--- src/rtl/rns_9_8_7_pkg.sv ---
// Shared constants and state encoding for the {7,8,9} RNS mixed-radix reverse converter.
package rns_9_8_7_pkg;

  localparam int unsigned MOD1    = 7;
  localparam int unsigned MOD2    = 8;
  localparam int unsigned MOD3    = 9;
  localparam int unsigned M_RANGE = MOD1 * MOD2 * MOD3;

  localparam int unsigned W1 = 3;
  localparam int unsigned W2 = 3;
  localparam int unsigned W3 = 4;
  localparam int unsigned WX = 9;

  // Multiplicative inverses used by the MRC digit recurrences
  localparam logic [2:0] INV7_MOD8 = 3'd7;
  localparam logic [3:0] INV7_MOD9 = 4'd4;
  localparam logic [3:0] INV8_MOD9 = 4'd8;

  typedef enum logic [2:0] {IDLE, CALC_V2, CALC_V3, ACC, OUT} state_t;

endpackage

--- src/rtl/mod9_reduce.sv ---
// Combinational residue reduction modulo 9 for small operands (0..71 in normal use).
module mod9_reduce
  import rns_9_8_7_pkg::*;
(
  input  logic [6:0]    x,
  output logic [W3-1:0] r
);

  assign r = W3'(x % 7'(MOD3));

endmodule

--- src/rtl/rns_mrc_converter_9_8_7.sv ---
// Iterative mixed-radix converter: residues (mod 7, 8, 9) to a 9-bit binary value, fixed 3-clock latency.
module rns_mrc_converter_9_8_7
  import rns_9_8_7_pkg::*;
#(
  parameter bit CHECK_RANGE = 1'b1
) (
  input  logic          clk_in,
  input  logic          rst_n_in,
  input  logic [W1-1:0] a1_in,
  input  logic [W2-1:0] a2_in,
  input  logic [W3-1:0] a3_in,
  input  logic          in_valid_in,
  output logic          in_ready_out,
  output logic [WX-1:0] res_out,
  output logic          err_out,
  output logic          out_valid_out,
  input  logic          out_ready_in
);

  state_t state_q, state_d;

  logic [W1-1:0] v1_q;
  logic [W2-1:0] a2_q;
  logic [W3-1:0] a3_q;
  logic          err_q;
  logic [W2-1:0] v2_q;
  logic [W3-1:0] v3_q;
  logic [WX-1:0] res_q;
  logic          err_out_q;
  logic          out_valid_q;

  logic          err_c;
  logic [W2-1:0] v2_c;
  logic [6:0]    d1, m1_in, m2_in;
  logic [W3-1:0] t1, d2, v3_c;
  logic [WX-1:0] x_c;

  assign err_c = (32'(a1_in) >= MOD1) || (32'(a3_in) >= MOD3);

  // 3-bit wraparound of the subtraction is exactly the mod-8 correction
  assign v2_c = W2'((a2_q - v1_q) * INV7_MOD8);

  assign d1    = 7'(a3_q) + 7'(MOD3) - 7'(v1_q);
  assign m1_in = 7'(d1 * 7'(INV7_MOD9));

  mod9_reduce u_red_a (.x(m1_in), .r(t1));

  // Pre-reduce the second difference so the product stays within the reducer's range
  assign d2    = (t1 >= W3'(v2_q)) ? t1 - W3'(v2_q) : t1 + W3'(MOD3) - W3'(v2_q);
  assign m2_in = 7'(7'(d2) * 7'(INV8_MOD9));

  mod9_reduce u_red_b (.x(m2_in), .r(v3_c));

  assign x_c = WX'(v1_q) + WX'(v2_q) * WX'(MOD1) + WX'(v3_q) * WX'(MOD1 * MOD2);

  always_ff @(posedge clk_in or negedge rst_n_in) begin
    if (!rst_n_in) state_q <= IDLE;
    else           state_q <= state_d;
  end

  always_comb begin
    state_d = state_q;
    case (state_q)
      IDLE:    if (in_valid_in) state_d = CALC_V2;
      CALC_V2: state_d = CALC_V3;
      CALC_V3: state_d = ACC;
      ACC:     state_d = OUT;
      OUT:     if (out_ready_in) state_d = IDLE;
      default: state_d = IDLE;
    endcase
  end

  always_ff @(posedge clk_in or negedge rst_n_in) begin
    if (!rst_n_in) begin
      v1_q        <= '0;
      a2_q        <= '0;
      a3_q        <= '0;
      err_q       <= 1'b0;
      v2_q        <= '0;
      v3_q        <= '0;
      res_q       <= '0;
      err_out_q   <= 1'b0;
      out_valid_q <= 1'b0;
    end else begin
      case (state_q)
        IDLE: if (in_valid_in) begin
          v1_q  <= a1_in;
          a2_q  <= a2_in;
          a3_q  <= a3_in;
          err_q <= CHECK_RANGE && err_c;
        end
        CALC_V2: v2_q <= v2_c;
        CALC_V3: v3_q <= v3_c;
        ACC: begin
          res_q       <= err_q ? '0 : x_c;
          err_out_q   <= err_q;
          out_valid_q <= 1'b1;
        end
        OUT: if (out_ready_in) out_valid_q <= 1'b0;
        default: ;
      endcase
    end
  end

  assign in_ready_out  = (state_q == IDLE);
  assign res_out       = res_q;
  assign err_out       = err_out_q;
  assign out_valid_out = out_valid_q;

endmodule

--- config.mk ---
export PLATFORM = sky130hd
export DESIGN_NAME = rns_mrc_converter_9_8_7
export DESIGN_NICKNAME = d
export VERILOG_FILES = /design/src/rtl/rns_9_8_7_pkg.sv /design/src/rtl/mod9_reduce.sv /design/src/rtl/rns_mrc_converter_9_8_7.sv
export SDC_FILE = /design/constraint.sdc
export NUM_CORES = 1
export LEC_CHECK = 0
export BUFFER_PORTS_ARGS = -buffer_cell sky130_fd_sc_hd__buf_2
export CORE_ASPECT_RATIO = 1.25
export CORE_UTILIZATION = 55
export DETAILED_ROUTE_END_ITERATION = 8
export GPL_TIMING_DRIVEN = 0
export PLACE_DENSITY = 0.71
export SLEW_MARGIN = 15
export SYNTH_ARGS = -nofsm -noshare
export SYNTH_HDL_FRONTEND = slang
export SYNTH_SLANG_ARGS = --single-unit
--- constraint.sdc ---
create_clock -name clk_in -period 18 [get_ports clk_in]
set_input_delay 1.8 -clock clk_in [delete_from_list [all_inputs] [get_ports clk_in]]
set_output_delay 1.8 -clock clk_in [all_outputs]
set_load 0.01 [all_outputs]
==> results.ini <==
[global_route]
grt_antenna_before_repair=0
grt_pass1_vias=2904
grt_max_degree=33
grt_remaining_overflow=0
track_usage_pct=23.90
met2_usage_pct=43.36
met1_usage_pct=29.10
grt_pass1_wl_microns=12820
grt.busiest_layer=met2
grt_use_met3_pct=2.109

[worst_setup_path]
critical_path_class=reg2reg
cp_data_arrival_time_ps=10090
cpPeakStageDelay_ps=760
cp_max_fo=10
end_kind=flip-flop
worstReg2RegEnd=v3_q[1]
cp_slowest_cell=a2111oi_1
setup.worst_path.start=v1_q[1]
r2r_cells=43
r2r-start=v1_q[1]
cp-start-kind=flip-flop
worstPathRequired_ps=18170
crit_top_cell=ha_1
r2r_slack_ps=8080

[hold_path]
min-delay-start=res_out[0]
hold_class=reg2reg
holdPathEnd=res_out[0]
holdPathStages=2

[floorplan]
die_w_microns=73.40
start_util_pct=56.84
die-area_sq_um=6697
ios=26
die_h_microns=91.25
coreArea_sq_um=6166
num_rows=32

[cts]
cts_buffers=5
cts_root_buf=clkbuf_8
cts_setup_buffers=0
ctsResizeCount=0
cts.clk_slew.worst_paths_ps=70
cts_buffer_depth=2
insertion_delay_ps=280
cts.htree.levels=2
numClockSinks=32
hold_buffers=0
cts_tree=built

[sta]
tns_ps=0
maxSlewViolCount=0
fmax_mhz=100.8
relSlewSlack_pct=37.23
finalCriticalPeriod_ps=9918
min_period_over_period_pct=55.10
rsz0062_at_grt=false
setup_slack_ps=8082
final_hold_viol_count=0
finClkSkew_ps=4.512
setup_viol=0
tightestPinTransition_ps=939.2
fin_hold_ws_ps=471.1

[yosys]
yosysTopAreaCell=dfrtp_1
syn_nets=462
yosys-top-cells-area=dfrtp_1 (23%), ha_1 (13%), fa_1 (6.9%), inv_1 (4.8%), nor2_1 (3.1%)
syn_inst=400
synth-edff-count=0
seq_area_frac_synth_pct=22.85
synth_ff_type=dfrtp_1
synth_area_per_cell_sq_um=8.762
syn_area_sq_um=3505
synth.top_cell.area_share_pct=22.85
async_flop_share_pct=100.0
synth-seq-cells=32
yosysWarnings=0
synth_cell_types=70

[placed_design]
dp_slack_ps=7970
numPortBuffers=25
dpl.hpwl_microns=5812
place.gp.congestion=0.9085

[route]
routedWlPerCell_microns=14.11
drtAntennaViolNets=0
first_iter_violations=97
first_pass_iters=4
vias_per_cell=5.772
route.detailed.drc=0
route.vias.total=2990
drt-total-wl_microns=7309

[job]
drv_cap=0

[finish]
drive_gt1_share_pct=13.39
regArea_sq_um=800.8
fin_util_pct=62.36
mostFrequentLayoutCells=inv_1 (45), ha_1 (36), dfrtp_1 (32)
final_common_cell=inv_1
multi_input_area_sq_um=2486
diodes=0
fillerInstances=573
nNetsFinal=494
area_growth_pct=9.711

[status]
status=finished, final reports clean

[metal layers]
layer	routed length (microns)	part of all wire, %
met5	0	0
met4	127	1.7
met3	175	2.4
met2	3659	50
met1	3347	46
[cells in the mapped netlist (3+ instances only)]
master	n
or3_1	3
a211o_1	3
a31oi_1	7
nor2_1	29
xor2_1	10
a32oi_1	3
o21ai_0	18
ha_1	36
or2_2	3
nand2_1	25
a21oi_1	19
fa_1	12
dfrtp_1	32
and2_1	3
xnor2_1	7
nor3_1	17
nor4_1	5
a211oi_1	7
nand3_1	7
a22o_1	6
nor2b_1	5
clkbuf_1	11
nand2b_1	4
o211ai_1	5
a21o_1	10
mux2_2	7
o21a_1	6
inv_1	45
[kinds of logic after synthesis]
family,share of synthesized area (%)
adders and majority gates,19.71
xor gates and xnor gates,4.713
buffers and inverters,6.247
DFF,22.85
and+or+nand+nor,16.35
muxes,2.856
AOI/OAI and AO/OA,27.28
[how the worst max path moves through the flow]
| stage | slack, ps | endpoint | cells after the start |
|---|---|---|---|
| after floorplan | 9370 | v3_q[1] | 43 |
| after global placement | 8030 | v3_q[1] | 43 |
| after detailed placement | 7970 | v3_q[1] | 43 |
| after CTS | 7900 | v3_q[1] | 43 |
| after global routing | 7300 | v3_q[1] | 43 |
| final | 8080 | v3_q[1] | 43 |
[stage by stage]
stage | cells | instance area (sq um)
2_1_floorplan | 400 | 3505
3_3_place_gp | 510 | 3736
3_5_place_dp | 510 | 3736
4_1_cts | 518 | 3844
5_1_grt | 518 | 3845
6_report | 518 | 3845
[worst max-delay path, delay by kind of cell, from the launching register on]
family | cells | cell delay [ps]
buf+inv | 7 | 1100
compound gates | 14 | 2950
flops | 1 | 410
mux | 1 | 420
simple gates | 11 | 2170
xor+xnor | 1 | 460
fa+ha+maj | 9 | 2290
[flip-flops by register name, summed over array words and instances (netlist names)]
register       flops
res_out            9
a3_q               4
v3_q               4
a2_q               3
state_q            3
v1_q               3
v2_q               3
err_out            1
err_q              1
out_valid_out      1
[area by class of cell]
type	instances	share of cell area [%]
sequential	32	20.83
clock inverter	2	0.9112
inverter	46	4.491
multi-input combinational	310	64.66
tap	85	2.766
clock buffer	6	1.887
buffer	12	1.204
timing repair buffer	25	3.254
Power is not shown: default switching activity piles up to over one toggle a cycle in this logic, so the estimate is an artifact.
